File: config.mk
export PLATFORM = sky130hd
export DESIGN_NAME = dcm_rst_seq
export DESIGN_NICKNAME = d
export VERILOG_FILES = /design/src/rtl/dcm_rst_seq.sv
export SDC_FILE = /design/constraint.sdc
export NUM_CORES = 1
export LEC_CHECK = 0
export ABC_AREA = 1
export BUFFER_PORTS_ARGS = -buffer_cell sky130_fd_sc_hd__buf_2
export CAP_MARGIN = 5
export CORE_ASPECT_RATIO = 1.4
export CORE_MARGIN = 1.5
export CORE_UTILIZATION = 63
export DETAILED_ROUTE_END_ITERATION = 8
export PLACE_DENSITY = 0.91
export REMOVE_ABC_BUFFERS = 1
export SYNTH_ARGS = -nofsm -noshare
export SYNTH_HDL_FRONTEND = slang
export SYNTH_SLANG_ARGS = --single-unit
File: constraint.sdc
create_clock -name clk -period 3.3 [get_ports clk]
set_input_delay 0.165 -clock clk [delete_from_list [all_inputs] [get_ports clk]]
set_output_delay 0.165 -clock clk [all_outputs]
set_load 0.02 [all_outputs]
File: src/rtl/dcm_rst_seq.sv
// dcm_rst_seq: reset/lock sequencer for a DCM_SP, running in the CLKIN domain.
// It pulses the DCM RST pin, waits for LOCKED, retries on timeout or stopped
// CLKIN, and holds the downstream reset until lock has been stable for
// HOLD_CYCLES cycles. The FSM state register is state_q (type state_e).
//
// Outputs are registered and decoded from state_d, so every output changes on
// the same clock edge as the state it belongs to.
module dcm_rst_seq #(
    parameter int RST_CYCLES   = 4,
    parameter int LOCK_TIMEOUT = 1024,
    parameter int HOLD_CYCLES  = 16,
    parameter int MAX_RETRIES  = 3
) (
    input  logic       clk,
    input  logic       rst,
    input  logic       dcm_locked,
    input  logic       dcm_clkin_stopped,
    output logic       dcm_rst,
    output logic       sys_rst,
    output logic       ready,
    output logic       fail,
    output logic [3:0] retry_cnt,
    output logic       lock_lost
);

    // One shared counter serves every timed state, so it is sized for the
    // longest interval and never wraps.
    localparam int MAX_A   = (RST_CYCLES > LOCK_TIMEOUT) ? RST_CYCLES : LOCK_TIMEOUT;
    localparam int MAX_CNT = (MAX_A > HOLD_CYCLES) ? MAX_A : HOLD_CYCLES;
    localparam int CNT_W   = (MAX_CNT > 2) ? $clog2(MAX_CNT) : 1;

    localparam logic [CNT_W-1:0] RST_LAST     = CNT_W'(RST_CYCLES - 1);
    localparam logic [CNT_W-1:0] TIMEOUT_LAST = CNT_W'(LOCK_TIMEOUT - 1);
    localparam logic [CNT_W-1:0] HOLD_LAST    = CNT_W'(HOLD_CYCLES - 1);
    localparam logic [3:0]       RETRY_MAX    = 4'(MAX_RETRIES);

    typedef enum logic [2:0] {
        S_RST  = 3'd0,
        S_WAIT = 3'd1,
        S_HOLD = 3'd2,
        S_RUN  = 3'd3,
        S_FAIL = 3'd4
    } state_e;

    state_e           state_q, state_d;
    logic [CNT_W-1:0] cnt_q, cnt_d;
    logic [3:0]       retry_q, retry_d;
    logic             lost_q, lost_d;
    logic             dcm_rst_q, dcm_rst_d;
    logic             sys_rst_q, sys_rst_d;
    logic             ready_q, ready_d;
    logic             fail_q, fail_d;

    // Two-stage synchronizers for the asynchronous DCM status pins.
    logic lock_meta_q, lock_meta_d, lock_sync_q, lock_sync_d;
    logic stop_meta_q, stop_meta_d, stop_sync_q, stop_sync_d;
    logic locked_s, stop_s;
    logic do_retry;

    assign locked_s = lock_sync_q;
    assign stop_s   = stop_sync_q;

    // Next-state, counter, retry bookkeeping and output decode.
    always_comb begin
        lock_meta_d = dcm_locked;
        lock_sync_d = lock_meta_q;
        stop_meta_d = dcm_clkin_stopped;
        stop_sync_d = stop_meta_q;
        state_d     = state_q;
        cnt_d       = cnt_q;
        retry_d     = retry_q;
        lost_d      = lost_q;
        do_retry    = 1'b0;

        case (state_q)
            S_RST: begin
                if (cnt_q == RST_LAST) begin
                    state_d = S_WAIT;
                    cnt_d   = '0;
                end else begin
                    cnt_d = cnt_q + CNT_W'(1);
                end
            end
            S_WAIT: begin
                // A stopped CLKIN beats a lock seen in the same cycle, and a
                // lock beats the timeout.
                if (stop_s) begin
                    do_retry = 1'b1;
                end else if (locked_s) begin
                    state_d = S_HOLD;
                    cnt_d   = '0;
                end else if (cnt_q == TIMEOUT_LAST) begin
                    do_retry = 1'b1;
                end else begin
                    cnt_d = cnt_q + CNT_W'(1);
                end
            end
            S_HOLD: begin
                if (!locked_s || stop_s) begin
                    do_retry = 1'b1;
                end else if (cnt_q == HOLD_LAST) begin
                    state_d = S_RUN;
                    retry_d = '0;
                end else begin
                    cnt_d = cnt_q + CNT_W'(1);
                end
            end
            S_RUN: begin
                // Losing lock after release re-sequences without using a retry.
                if (!locked_s || stop_s) begin
                    state_d = S_RST;
                    cnt_d   = '0;
                    lost_d  = 1'b1;
                end
            end
            S_FAIL: begin
                // Absorbing: only rst leaves this state.
            end
            default: begin
                state_d = S_RST;
                cnt_d   = '0;
            end
        endcase

        if (do_retry) begin
            cnt_d = '0;
            if (retry_q == RETRY_MAX) begin
                state_d = S_FAIL;
            end else begin
                state_d = S_RST;
                retry_d = retry_q + 4'd1;
            end
        end

        dcm_rst_d = (state_d == S_RST) || (state_d == S_FAIL);
        sys_rst_d = (state_d != S_RUN);
        ready_d   = (state_d == S_RUN);
        fail_d    = (state_d == S_FAIL);
    end

    // State, counter, synchronizer and output registers with synchronous reset.
    always_ff @(posedge clk) begin
        if (rst) begin
            state_q     <= S_RST;
            cnt_q       <= '0;
            retry_q     <= '0;
            lost_q      <= 1'b0;
            dcm_rst_q   <= 1'b1;
            sys_rst_q   <= 1'b1;
            ready_q     <= 1'b0;
            fail_q      <= 1'b0;
            lock_meta_q <= 1'b0;
            lock_sync_q <= 1'b0;
            stop_meta_q <= 1'b0;
            stop_sync_q <= 1'b0;
        end else begin
            state_q     <= state_d;
            cnt_q       <= cnt_d;
            retry_q     <= retry_d;
            lost_q      <= lost_d;
            dcm_rst_q   <= dcm_rst_d;
            sys_rst_q   <= sys_rst_d;
            ready_q     <= ready_d;
            fail_q      <= fail_d;
            lock_meta_q <= lock_meta_d;
            lock_sync_q <= lock_sync_d;
            stop_meta_q <= stop_meta_d;
            stop_sync_q <= stop_sync_d;
        end
    end

    assign dcm_rst   = dcm_rst_q;
    assign sys_rst   = sys_rst_q;
    assign ready     = ready_q;
    assign fail      = fail_q;
    assign retry_cnt = retry_q;
    assign lock_lost = lost_q;

endmodule
==> results of run 1 <==
-- metal layers --
layer	GRT usage, %	vias to the layer above	wire, µm
met5	0	-	0
met4	17.2	0	146
met3	2.89	12	77
met2	50.8	32	1830
met1	27.4	715	1420
li1	-	793	-
-- Yosys cell counts, drive strengths merged --
library cell / instances
a211oi: 1
a21oi: 15
buf: 1
clkbuf: 1
dfxtp: 26
ha: 2
inv: 31
nand2: 74
nand3: 36
nand4: 6
nor2: 37
nor3: 1
o21ai: 3
o21bai: 1
xnor2: 1
xor2: 2
-- state kept, by name, indices dropped and copies added (netlist names) --
signal and cells:
cnt_q 10, dcm_rst 1, fail 1, lock_lost 1, lock_meta_q 1, lock_sync_q 1
ready 1, retry_cnt 4, state_q 3, stop_meta_q 1, stop_s 1, sys_rst 1
-- final timing paths --
path / cells past startpoint / from / endpoint
worst max-delay path: 11 / cnt_q[0] / cnt_q[1]
worst max register to register: 11 / cnt_q[0] / cnt_q[1]
worst min-delay path: 3 / dcm_locked / lock_meta_q
worst min register to register: 2 / stop_meta_q / stop_s
-- power groups by stage --
stage,sequential [mW],combinational [mW],clock [mW]
2_1_floorplan,0.378,0.145,0
3_3_place_gp,0.374,0.191,0
3_5_place_dp,0.376,0.199,0
4_1_cts,0.369,0.202,0.218
5_1_grt,0.374,0.224,0.235
6_report,0.370,0.201,0.215
-- final cells by class --
class / count / share of cell area (%)
Clock buffer: 3 / 1.33
Multi-Input combinational cell: 179 / 53.8
Tap cell: 23 / 1.70
Timing Repair Buffer: 12 / 3.55
Inverter: 31 / 7.03
Sequential cell: 26 / 30.8
Clock inverter: 1 / 1.78
-- stage by stage --
| stage | util, % | hold slack (ns) |
|---|---|---|
| floorplan | - | 0.234 |
| global placement | 69.3 | 0.369 |
| detailed placement | 69.3 | 0.374 |
| CTS | 71.5 | 0.0209 |
| global route | 71.5 | 0.00399 |
| finish | 71.5 | 0.0286 |
-- worst max-delay path, cell delays in order, from the launching register on --
cell and delay, ns:
dfxtp_1 0.41, ha_1 0.30, inv_2 0.07, nor2_4 0.14, nand2_2 0.07, nor2_2 0.10
nand2_2 0.08, nand2_4 0.12, nor2_4 0.09, nand2_1 0.08, nand2_1 0.09, a21oi_1 0.14
-- kinds of logic (layout without fill, tap and decap cells) --
group / after synthesis / after routing / synth area share (%)
buf+inv: 33 / 47 / 8.56
xor+xnor: 3 / 3 / 1.68
flops: 26 / 26 / 33.3
compound gates: 20 / 20 / 6.72
simple gates: 154 / 154 / 48.2
fa+ha+maj: 2 / 2 / 1.60
==> impl_metrics.ini, run 1 <==
[layout]
multi_input_area_um2 = 910
seq_area_um2 = 520
num-fill-cells = 188
drive_gt1_share_pct = 19.8
layout_common_cells = 64 x nand2_1, 33 x nand3_1, 26 x dfxtp_1, 25 x nor2_1, 23 x inv_1
final_area_um2 = 1690
final_common_cell = nand2_1
n_antenna_cell = 0
fin_nets = 259
fin_cells = 275
syn2layout_area_growth_pct = 8.08

[power]
p_sw_mw = 0.259
irDropWorstVdd_mv = 0.375
pwr-share-comb_pct = 25.6
p_total_mw = 0.787
p_int_mw = 0.528
swShare_pct = 32.9
seqPwrFrac_pct = 47.1
p_clk_share_pct = 27.3
power_density_nw_per_um2 = 465
p_leak_nw = 0.722

[global_route]
grt_max_degree = 16
antenna_found_initial = 0
grt_pass1_vias = 1328
overflow = 0
grt_pass1_wl_mm = 5.44
grt_use_total_pct = 26.9

[timing]
hold_viol_final = 0
final.min_clock_period_ns = 1.76
slew_viol_final = 0
finalWorstSetupSlack_ns = 1.54
period_share_pct = 53.5
setup_violations = 0
fin_setup_tns_ns = 0
fmax_ghz = 0.567
max_slew.worst_pin.slew_ns = 0.614
skew_ns = 0.00523
rsz0062_at_grt = no
slew_headroom_pct = 58.9

[critical_path]
crit_arrival_ns = 2.02
path_max_fanout = 11
worstSetupPathType = flip-flop to flip-flop
reg2reg_slack_ns = 1.54
cp.required_ns = 3.56
worstSetupEndpointType = flip-flop
crit_path_start_kind = flip-flop

[place]
dpl_cell_area_um2 = 1640
dp.cells = 271
io_buffers = 12
preCtsSetupSlack_ns = 1.61
hpwlAfterDp_mm = 2.64
gp_congestion = 0.848

[status]
status = complete, no violations

[clock_network]
path_clk_slew_ns = 0.14
cts.path.max_buffers = 2
cts_max_level = 1
hold_buffers = 0
ctsResizeCount = 0
post_cts_buffers = 0
cts_tree = built
worstSkewPairLatency_ns = 0.32
cts_made_buffers = 3
cts-root-buf = clkbuf_4
clkSinkCount = 26

[die]
initial_utilization_pct = 66.1
ios = 13
dieArea_um2 = 2790
die_x_um = 45.1
die_height_um = 62.0
row_count = 21
coreArea_um2 = 2360

[drt]
wl_per_cell_um = 12.6
viasPerCell = 5.64
wirelength_mm = 3.48
vias = 1552
firstDrtPassIters = 4
antenna_left = 0
drc = 0
dr.first_iter.drc_count = 46

[job]
maxCapViolations = 0

[synth]
netlist-cell-type-count = 24
synth_area_um2 = 1560
synthTopCellsByArea = dfxtp_1 33%, nand2_1 15%, nand3_1 11%
yosys.area.top_type = dfxtp_1
synth_cells = 238
yosysWarnings = 0
synth_top_area_share_pct = 33.3
yosys_register_bits = 26
ys_seq_area_share_pct = 33.3
synth_area_per_cell_um2 = 6.57

[hold_path]
hold_path_class = input pin to flip-flop
(Power assumes the default switching activity.)
==> run 2, diff against run 1 <==
--- a/config.mk
+++ b/config.mk
@@ -5,14 +5,14 @@
 export SDC_FILE = /design/constraint.sdc
 export NUM_CORES = 1
 export LEC_CHECK = 0
-export ABC_AREA = 1
+export ABC_AREA = 0
 export BUFFER_PORTS_ARGS = -buffer_cell sky130_fd_sc_hd__buf_2
 export CAP_MARGIN = 5
 export CORE_ASPECT_RATIO = 1.4
 export CORE_MARGIN = 1.5
-export CORE_UTILIZATION = 63
+export CORE_UTILIZATION = 51
 export DETAILED_ROUTE_END_ITERATION = 8
-export PLACE_DENSITY = 0.91
+export PLACE_DENSITY = 0.81
 export REMOVE_ABC_BUFFERS = 1
 export SYNTH_ARGS = -nofsm -noshare
 export SYNTH_HDL_FRONTEND = slang
==> constraint.sdc (replaced) <==
create_clock -name clk -period 1.49 [get_ports clk]
set_input_delay 0.0745 -clock clk [delete_from_list [all_inputs] [get_ports clk]]
set_output_delay 0.0745 -clock clk [all_outputs]
set_load 0.02 [all_outputs]
==> impl_metrics.ini, run 2 <==
[status]
status = finished with violations
violations = negative setup slack

[global_route]
overflow = 0
grt_pass1_vias = 1688
grt_use_met1_pct = 52.4
grt_pass1_wl_mm = 9.08
met3_usage_pct = 8.09
antenna_found_initial = 0
grt_use_total_pct = 44.2
global_route.usage.met2_pct = 69.1
grt_max_degree = 16
top_usage_layer = met2

[timing]
finalWorstSetupSlack_ns = -0.497
slew_headroom_pct = 73.8
max_slew.worst_pin.slew_ns = 0.390
period_share_pct = 133
hold_viol_final = 0
slew_viol_final = 0
rsz0062_at_grt = yes
skew_ns = 0.0161
final.min_clock_period_ns = 1.99
fmax_ghz = 0.503
setup_violations = 21

[layout]
fin_cells = 245
final_area_um2 = 2220
syn2layout_area_growth_pct = 69.0
final_common_cell = buf_4
n_antenna_cell = 0
fin_nets = 218
largest_reg_flops = 10
layout_common_cells = 43 x buf_4, 16 x dfxtp_1, 12 x buf_2, 11 x buf_6, 10 x nor2_1
drive_gt1_share_pct = 61.1
top_register = cnt_q

[synth]
yosys_register_bits = 26
synth_most_common_cell = dfxtp_1
synth_area_um2 = 1310
netlist-cell-type-count = 51
synthTopCellsByArea = dfxtp_1 40%, a21oi_1 4.2%, nand3_1 4.2%
yosysWarnings = 0
ys.flop_type = dfxtp_1
yosys.area.top_type = dfxtp_1
synth_area_per_cell_um2 = 9.17
synth_top_area_share_pct = 39.7
ys_seq_area_share_pct = 39.7
synth_cells = 143
async_flop_share_pct = 0
synth_edf_count = 0
synth_top_cells_by_count = 26 x dfxtp_1, 11 x a21oi_1, 11 x nand3_1

[die]
ios = 13
die_x_um = 45.9
die_height_um = 63.0
coreArea_um2 = 2420
dieArea_um2 = 2890
row_count = 21
initial_utilization_pct = 54.2

[power]
power_density_nw_per_um2 = 731
p_leak_nw = 0.848
irDropWorstVdd_mv = 0.778

[critical_path]
worstSetupEndpointType = flip-flop
crit_arrival_ns = 2.31
cp.required_ns = 1.82
path_max_fanout = 5
crit_path_start_kind = flip-flop
worstSetupPathType = flip-flop to flip-flop

[hold_path]
hold_path_class = input pin to flip-flop

[place]
dpl_cell_area_um2 = 1680
dp.cells = 225
hpwlAfterDp_mm = 2.65
gp_congestion = 0.914
io_buffers = 12

[clock_network]
cts_max_level = 1
worstSkewPairLatency_ns = 0.37
cts-root-buf = clkbuf_4
cts_made_buffers = 3
cts_tree = built
clkSinkCount = 26
path_clk_slew_ns = 0.17
cts.path.max_buffers = 2

[drt]
antenna_left = 0
wl_per_cell_um = 28.2
firstDrtPassIters = 5
wirelength_mm = 6.91
vias = 1730
drc = 0
viasPerCell = 7.06
dr.first_iter.drc_count = 200

[job]
maxCapViolations = 0
[run 2: cell types whose count changed after synthesis, sizes merged, moves of 4 or more]
cell,before,now
nor2b,0,8
nor2,37,10
nand3,36,11
nand2,74,6
nand3b,0,4
nand4,6,2
inv,31,2
nor4,0,4
[run 2: final timing paths]
kind	cells past startpoint	slack, ns	from	end
max	6	-0.50	lock_sync_q	cnt_q[8]
min	2	0.1	rst	lock_lost
max reg2reg	6	-0.50	lock_sync_q	cnt_q[8]
min reg2reg	1	0.48	lock_meta_q	lock_sync_q
[run 2: cell families (layout without fill, tap and decap cells)]
logic type                 Yosys count  count (layout)  synth area share (%)
AOI/OAI and AO/OA                   39              40                  22.1
xor gates and xnor gates             1               1                 0.668
adders and majority gates            2               2                  1.91
buffers and inverters                8              75                  4.39
DFF                                 26              26                  39.7
and+or+nand+nor                     67              67                  31.2
[run 2: through the flow]
stage	setup WS (ns)	total power, mW	util [%]	setup TNS [ns]	hold slack (ns)
global placement	-0.322	0.930	69.5	-5.07	0.301
global route	-0.511	1.64	91.7	-8.20	0.0958
floorplan	-0.424	0.837	-	-5.49	0.144
CTS	-0.290	1.49	81.0	-3.53	0.101
detailed placement	-0.386	0.941	69.5	-6.30	0.307
finish	-0.497	1.62	91.7	-7.75	0.0999
[run 2: final cells by class]
class / count / area [µm²]
Multi-Input combinational cell: 110 / 1020
Sequential cell: 26 / 543
Timing Repair Buffer: 69 / 547
Clock buffer: 3 / 22.5
Clock inverter: 1 / 30.0
Inverter: 2 / 7.51
Fill cell: 92 / 201
Tap cell: 34 / 42.5
[run 2: repair_timing]
item	in CTS	in global routing
pin swaps	12	16
gates resized for setup	38	41
hold buffers	2	0
endpoints found under the setup margin	21	21
cloned	1	0
endpoints found under the hold margin	2	0
setup buffers	4	9
[run 2: worst max-delay path, cell delays in order, from the launching register on]
cell	delay (ns)
dfxtp_2	0.39
nor2b_2	0.20
a32oi_4	0.35
o21ai_4	0.17
buf_4	0.18
nor4_4	0.40
o221a_2	0.25
[run 2: where the power goes]
part / leakage, nW / switching (mW) / internal, mW
clock network: 0.0279 / 0.262 / 0.273
registers: 0.217 / 0.0342 / 0.724
logic: 0.604 / 0.162 / 0.164
total: 0.848 / 0.459 / 1.16
[run 2: per-layer routing]
layer	vias up	part of all wire, %
met4	0	7.9
met3	53	11
met1	816	34
met2	177	47
li1	684	-
met5	-	0
